==> config.mk <==
export PLATFORM = sky130hd
export DESIGN_NAME = pipe_ctrl
export DESIGN_NICKNAME = d
export VERILOG_FILES = /design/src/rtl/pipe_ctrl.sv
export SDC_FILE = /design/constraint.sdc
export NUM_CORES = 1
export LEC_CHECK = 0
export BUFFER_PORTS_ARGS = -buffer_cell sky130_fd_sc_hd__clkbuf_2
export CORE_MARGIN = 1.5
export CORE_UTILIZATION = 38
export CTS_CLUSTER_SIZE = 16
export DETAILED_ROUTE_END_ITERATION = 8
export MAX_ROUTING_LAYER = met4
export PLACE_DENSITY = 0.86
export SYNTH_ARGS = -nofsm -noshare
export SYNTH_HDL_FRONTEND = slang
export SYNTH_SLANG_ARGS = --single-unit
==> constraint.sdc <==
create_clock -name clk -period 1.7 [get_ports clk]
set_clock_uncertainty 0.1 [all_clocks]
set_input_delay 0.085 -clock clk [delete_from_list [all_inputs] [get_ports clk]]
set_output_delay 0.085 -clock clk [all_outputs]
set_load 0.02 [all_outputs]
==> src/rtl/pipe_ctrl.sv <==
// Pipeline stall/flush controller: hazard, memory-wait, exception and divider arbitration.
// Optional stall-cycle counter built only when PIPE_STALL_CNT_EN is defined.
module pipe_ctrl #(
  parameter int DIV_TIMEOUT = 40
) (
  input  logic        clk,
  input  logic        resetn,
  input  logic        lwstallD,
  input  logic        branchstallD,
  input  logic        i_stall,
  input  logic        d_stall,
  input  logic        div_E,
  input  logic        div_done,
  input  logic        except_M,
  output logic        stallF,
  output logic        stallD,
  output logic        stallE,
  output logic        stallM,
  output logic        flushD,
  output logic        flushE,
  output logic        flushM,
  output logic        flushW,
  output logic        div_start,
  output logic        div_abort,
  output logic        div_timeout,
  output logic [31:0] stall_cycles
);

  typedef enum logic {RUN, DIV} state_t;

  localparam logic [5:0] LAST = 6'(DIV_TIMEOUT - 1);

  state_t     state, state_nxt;
  logic [5:0] cnt, cnt_nxt;
  logic       lockout, lockout_nxt;

  logic haz, take_exc, start_ok, div_wait, div_expire;

  assign haz        = lwstallD | branchstallD;
  assign take_exc   = except_M & ~d_stall;
  assign start_ok   = (state == RUN) & div_E & ~lockout;
  assign div_wait   = (state == DIV) & ~div_done & (cnt < LAST);
  assign div_expire = (state == DIV) & ~div_done & (cnt >= LAST);

  always_ff @(posedge clk or negedge resetn) begin
    if (!resetn) begin
      state   <= RUN;
      cnt     <= '0;
      lockout <= 1'b0;
    end else begin
      state   <= state_nxt;
      cnt     <= cnt_nxt;
      lockout <= lockout_nxt;
    end
  end

  always_comb begin
    state_nxt   = state;
    cnt_nxt     = cnt;
    lockout_nxt = 1'b0;
    if (take_exc) begin
      state_nxt = RUN;
      cnt_nxt   = '0;
    end else begin
      unique case (state)
        RUN: begin
          // Lockout survives a memory wait so a held, completed divide is not restarted.
          lockout_nxt = lockout & d_stall;
          if (start_ok && !d_stall) begin
            state_nxt = DIV;
            cnt_nxt   = '0;
          end
        end
        DIV: begin
          if (div_done) begin
            state_nxt   = RUN;
            cnt_nxt     = '0;
            lockout_nxt = 1'b1;
          end else if (div_wait) begin
            cnt_nxt = cnt + 6'd1;
          end else if (!d_stall) begin
            // Expiry is held off during a memory wait so the abort pulse is not lost.
            state_nxt = RUN;
            cnt_nxt   = '0;
          end
        end
        default: begin
          state_nxt = RUN;
          cnt_nxt   = '0;
        end
      endcase
    end
  end

  always_comb begin
    stallF      = 1'b0;
    stallD      = 1'b0;
    stallE      = 1'b0;
    stallM      = 1'b0;
    flushD      = 1'b0;
    flushE      = 1'b0;
    flushM      = 1'b0;
    flushW      = 1'b0;
    div_start   = 1'b0;
    div_abort   = 1'b0;
    div_timeout = 1'b0;
    if (resetn) begin
      if (take_exc) begin
        flushD    = 1'b1;
        flushE    = 1'b1;
        flushM    = 1'b1;
        div_abort = (state == DIV);
      end else if (d_stall) begin
        stallF = 1'b1;
        stallD = 1'b1;
        stallE = 1'b1;
        stallM = 1'b1;
        flushW = 1'b1;
      end else if (start_ok || div_wait) begin
        div_start = start_ok;
        stallF    = 1'b1;
        stallD    = 1'b1;
        stallE    = 1'b1;
        flushM    = 1'b1;
      end else begin
        stallF      = i_stall | haz;
        stallD      = haz;
        flushE      = haz;
        flushD      = i_stall & ~haz;
        div_abort   = div_expire;
        div_timeout = div_expire;
      end
    end
  end

`ifdef PIPE_STALL_CNT_EN
  logic [31:0] stall_cnt;

  always_ff @(posedge clk or negedge resetn) begin
    if (!resetn) begin
      stall_cnt <= '0;
    end else if (stallF) begin
      stall_cnt <= stall_cnt + 32'd1;
    end
  end

  assign stall_cycles = stall_cnt;
`else
  assign stall_cycles = '0;
`endif

endmodule

After elaboration in Yosys (flattened, before gate mapping)
Index checks and enable logic that the tools add are counted.
{"block": "totals", "output_inout_bits": 43, "memories": 0, "latchBits": 0, "input_bits": 9, "ramBits": 0, "elab_cells": 77, "regBits": 8, "rom_bits": 0}
{"block": "op_classes", "mux": 50, "addsub": 1, "multipliers": 0, "shifts": 0, "n_reduce_logical": 4, "n_div": 0, "magnitude_cmp": 2, "bitwise": 15, "eq_ne": 2}
{"operator": "1-bit two-way mux", "n": 42}
{"operator": "6-bit two-way mux", "n": 5}
{"operator": "6-bit one-hot mux with 2 select lines", "n": 1}
{"operator": "1-bit bitwise AND", "n": 8}
{"operator": "6-bit by 1-bit adder with 6-bit output (second input constant)", "n": 1}
{"operator": "6-bit >= comparator (second input constant)", "n": 1}
{"operator": "6-bit < comparator (second input constant)", "n": 1}
{"operator": "5-bit by 3-bit != test with 1-bit output (second input constant)", "n": 1}
{"operator": "1-bit inverter", "n": 5}
{"operator": "1-bit one-hot mux with 2 select lines", "n": 2}
{"operator": "3-bit by 2-bit != test with 1-bit output (second input constant)", "n": 1}
{"operator": "1-bit bitwise OR", "n": 2}
{"operator": "2-bit AND reduction", "n": 1}
{"operator": "1-bit logical AND", "n": 1}
{"operator": "1-bit logical NOT", "n": 1}
{"operator": "1-bit logical OR", "n": 1}

Longest topological paths before layout
{"block": "depth", "word_depth": 8, "mapped_depth": 6, "ltp_nobuf": 5}

Least setup slack after synthesis
Ideal clock, no wire load.
{"block": "synth_path", "path_kind": "reg2out", "start": "reg cnt[0]", "end": "out flushE", "path_slack_ns": -0.093, "path_stages_with_launch": 6, "t_arrival_ns": 1.608, "n_path_buf": 0, "cell_sequence": "dfrtp_1 > ha_1 > a211o_1 > a21o_1 > nand2_1 > o31ai_1"}
{"block": "synth_via", "elab_chain_cells": 7}
{"item": "start, declared", "line_no": "34", "text": "logic [5:0] cnt, cnt_nxt;"}
{"item": "start signal, assigned", "line_no": "52", "text": "cnt <= cnt_nxt;"}
{"item": "6-bit < comparator", "line_no": "42", "text": "assign div_wait = (state == DIV) & ~div_done & (cnt < LAST);"}
{"item": "1-bit bitwise AND", "line_no": "42"}
{"item": "1-bit logical OR", "line_no": "119", "text": "end else if (start_ok || div_wait) begin"}
{"item": "1-bit two-way mux", "line_no": "119"}
{"item": "1-bit two-way mux", "line_no": "113", "text": "end else if (d_stall) begin"}
{"item": "1-bit two-way mux", "line_no": "108", "text": "if (take_exc) begin"}
{"item": "1-bit two-way mux", "line_no": "107", "text": "if (resetn) begin"}
{"item": "end, declared", "line_no": "20", "text": "output logic flushE,"}
Every way passes these cells.

Final worst setup path
{"block": "layout_path", "start": "reg cnt[0]", "end": "out stallD"}
{"block": "layout_via", "elab_chain_cells": 7}
{"item": "6-bit < comparator", "line_no": "42"}
{"item": "1-bit bitwise AND", "line_no": "42"}
{"item": "1-bit logical OR", "line_no": "119"}
{"item": "1-bit two-way mux", "line_no": "119"}
{"item": "1-bit two-way mux", "line_no": "113"}
{"item": "1-bit two-way mux", "line_no": "108"}
{"item": "1-bit two-way mux", "line_no": "107"}
{"item": "end, declared", "line_no": "16", "text": "output logic stallD,"}
Every way passes these cells.

==> impl_metrics.py <==
metrics = {
    "job": {
        "cap_violations": 0,
    },
    "logic_synthesis": {
        "synth.area.top_cells": "sky130_fd_sc_hd__buf_4 30%, sky130_fd_sc_hd__dfrtp_1 24%, sky130_fd_sc_hd__a221oi_4 3.1%",
        "synth.top_cell.area_share_pct": 29.6,
        "post_synthesis_sequential_area_ratio_pct": 23.9,
        "total_standard_cell_area_after_synthesis_um2": 837,
        "synth_enable_flop_cells": 0,
        "yosysWarningCount": 0,
        "synth-seq-cells": 8,
        "synth.cells.most_frequent": "33 x sky130_fd_sc_hd__buf_4, 8 x sky130_fd_sc_hd__dfrtp_1, 7 x sky130_fd_sc_hd__nand2_1",
        "postSynth.topFlopCell": "sky130_fd_sc_hd__dfrtp_1",
        "syn_avg_cell_area_um2": 8.21,
        "yosysTopAreaCell": "sky130_fd_sc_hd__buf_4",
        "synth_cells": 102,
        "async_flop_share_pct": 100,
        "synthDistinctLibCells": 34,
        "synth.most_common_cell": "sky130_fd_sc_hd__buf_4",
    },
    "sta": {
        "timing.final.hold_violations": 0,
        "setup_violations": 12,
        "setup_repair_after_global_routing_missed_its_margin": "yes",
        "report.final.slew_viol_count": 0,
        "fin_crit_ns": 1.94,
        "fin_crit_sh_pct": 114,
        "fin_setup_tns_ns": -2.23,
        "clock.fmax_ghz": 0.515,
        "setup_slack_ns": -0.242,
    },
    "cells_and_area": {
        "fin_nets": 146,
        "layout-drive-gt1-share_pct": 35.1,
        "final.fill_count": 195,
        "finish.utilization_pct": 52.2,
        "num_antenna_cells": 0,
        "syn_to_final_growth_pct": 26.0,
    },
    "placed_design": {
        "place_congestion": 0.884,
        "worst_slack_placed_ns": -0.178,
        "io_buffer_count": 19,
        "dp_hpwl_mm": 1.41,
    },
    "grt": {
        "antenna_found_initial": 0,
        "grt_pass1_wl_mm": 2.84,
        "pin_count_of_the_biggest_net_entering_global_routing": 11,
        "vias_in_the_first_global_route": 669,
        "globalRouteTotalUtil_pct": 15.3,
        "gr-total-overflow": 0,
    },
    "drt": {
        "route.antenna.remaining_nets": 0,
        "drt_wirelength_mm": 1.83,
        "routedWlPerCell_um": 11.4,
        "dr.pass1.iters": 4,
        "num_vias": 751,
        "drc": 0,
        "detail_routed_via_count_per_cell": 4.66,
        "drtIter0Drc": 17,
    },
    "critical_path": {
        "critical_path_class": "flip-flop to output pin",
        "start_kind": "flip-flop",
        "rr_worst_depth": 6,
        "timing.reg2reg.setup_slack_ns": -0.20,
        "data_arrival_time_at_the_worst_slack_endpoint_ns": 1.76,
        "reg2reg_from": "cnt[0]",
        "critPathRequiredTime_ns": 1.51,
        "critPathCapture": "stallD",
        "maximum_fanout_count_along_the_critical_path": 6,
        "end_kind": "output pin",
        "crit_path_start": "cnt[0]",
        "rr_endpoint": "cnt[4]",
    },
    "die": {
        "site_rows": 16,
        "floorplan.die.width_um": 49.9,
        "initial_core_utilization_pct": 41.4,
        "io-pin-count": 52,
        "dieHeight_um": 49.9,
        "full_die_area_um2": 2490,
        "design.core.area_um2": 2020,
    },
    "cts": {
        "numCtsBuffers": 3,
        "ctsRootBufferMaster": "sky130_fd_sc_hd__clkbuf_4",
        "tritoncts": "done",
        "clk_pin_slew_worst_setup_hold_paths_ns": 0.05,
        "clock_path_buffers": 2,
        "htree_depth": 1,
        "cts_num_sinks": 8,
        "clkLatencyLatePin_ns": 0.26,
    },
    "status": {
        "violations": "negative setup slack",
        "outcome": "complete, but fails checks",
    },
    "power": {
        "p_per_area_nw_per_um2": 542,
        "vdd_ir_drop_max_uv": 277,
        "leakage_uw": 0.000558,
    },
    "min_path": {
        "min_path_type": "primary input to flip-flop",
    },
}
[critical path, stage by stage (launching register included)]
cell and delay, ns:
sky130_fd_sc_hd__dfrtp_1 0.40, sky130_fd_sc_hd__ha_2 0.19, sky130_fd_sc_hd__a211o_1 0.28, sky130_fd_sc_hd__a21o_1 0.20, sky130_fd_sc_hd__nand2_4 0.10, sky130_fd_sc_hd__o311a_1 0.18, sky130_fd_sc_hd__clkbuf_8 0.15
[placed cells by master (no fill, tap or decap), types with 2 or more instances in the layout]
| cell | netlist | layout |
|---|---|---|
| sky130_fd_sc_hd__nor2_1 | 3 | 3 |
| sky130_fd_sc_hd__nand2b_1 | 4 | 4 |
| sky130_fd_sc_hd__nor2b_1 | 2 | 2 |
| sky130_fd_sc_hd__nand2_1 | 7 | 5 |
| sky130_fd_sc_hd__o21ai_1 | 2 | 2 |
| sky130_fd_sc_hd__clkbuf_2 | 0 | 10 |
| sky130_fd_sc_hd__a31oi_1 | 4 | 4 |
| sky130_fd_sc_hd__clkbuf_8 | 0 | 3 |
| sky130_fd_sc_hd__or2_2 | 2 | 2 |
| sky130_fd_sc_hd__nand3_1 | 2 | 2 |
| sky130_fd_sc_hd__a21oi_1 | 5 | 5 |
| sky130_fd_sc_hd__clkbuf_4 | 0 | 3 |
| sky130_fd_sc_hd__and3_1 | 2 | 2 |
| sky130_fd_sc_hd__dfrtp_1 | 8 | 8 |
| sky130_fd_sc_hd__buf_4 | 33 | 18 |
| sky130_fd_sc_hd__conb_1 | 1 | 32 |
| sky130_fd_sc_hd__inv_1 | 4 | 4 |
[timing repair]
item / 4_1_cts / 5_1_grt
buffers inserted: 4 / 1
setup endpoints to repair: 14 / 16
gates resized for setup: 11 / 14
hold buffers: 1 / 0
pin swaps: 12 / 4
endpoints found under the hold margin: 8 / 0
[stage by stage]
step	power [µW]	hold WS (ns)	instance area, µm²	instances
floorplan	410	-0.311	976	133
global placement	391	0.0310	911	152
detailed placement	397	0.0497	911	152
CTS	562	0.0285	1020	160
global route	605	0.0627	1050	161
finish	572	0.0288	1050	161
[final cells by class]
| cell class | instances | area (µm²) | area share (%) |
|---|---|---|---|
| clock buffer | 3 | 22.5 | 2.14 |
| sequential | 8 | 200 | 19.0 |
| timing repair buffer | 34 | 263 | 24.9 |
| tap | 27 | 33.8 | 3.20 |
| multi-input combinational | 85 | 520 | 49.3 |
| inverter | 4 | 15.0 | 1.42 |
[power breakdown]
group	switching [µW]	leakage (µW)	internal, µW	total, µW
Combinational	148	0.000434	72.6	221
Sequential	6.62	0.000110	198	205
Clock	65.9	0.0000138	80.9	147
[kinds of logic (layout without fill, tap and decap cells)]
logic type | count (synthesis) | count (layout) | synth area share [%]
AO/OA/AOI/OAI | 23 | 23 | 22.0
adder cells (fa/ha/maj) | 1 | 1 | 1.49
buffers and inverters | 40 | 41 | 33.0
flip-flops | 8 | 8 | 23.9
multiplexers | 1 | 1 | 1.20
other | 1 | 32 | 0.448
AND/OR/NAND/NOR | 28 | 28 | 17.9
[per-layer routing]
layer / vias to the layer above / global-route usage, % / routed length [µm]
met3: 5 / 1.21 / 112
met2: 38 / 28.0 / 986
met4: 0 / 8.33 / 34
met5: - / - / 0
met1: 347 / 16.2 / 700
li1: 361 / - / -
[state kept, by name, indices dropped and copies added, names as in the netlist]
register	count
lockout	1
cnt	6
state	1
[worst min path at each step]
stage | start | to | cells past startpoint
final | div_done | lockout | 2
after CTS | div_done | lockout | 2
after detailed placement | resetn | cnt[5] | 2
after global routing | div_done | lockout | 2
after floorplan | resetn | cnt[0] | 0
after global placement | resetn | cnt[5] | 2
Note: power is estimated with default switching activity, not from simulation.
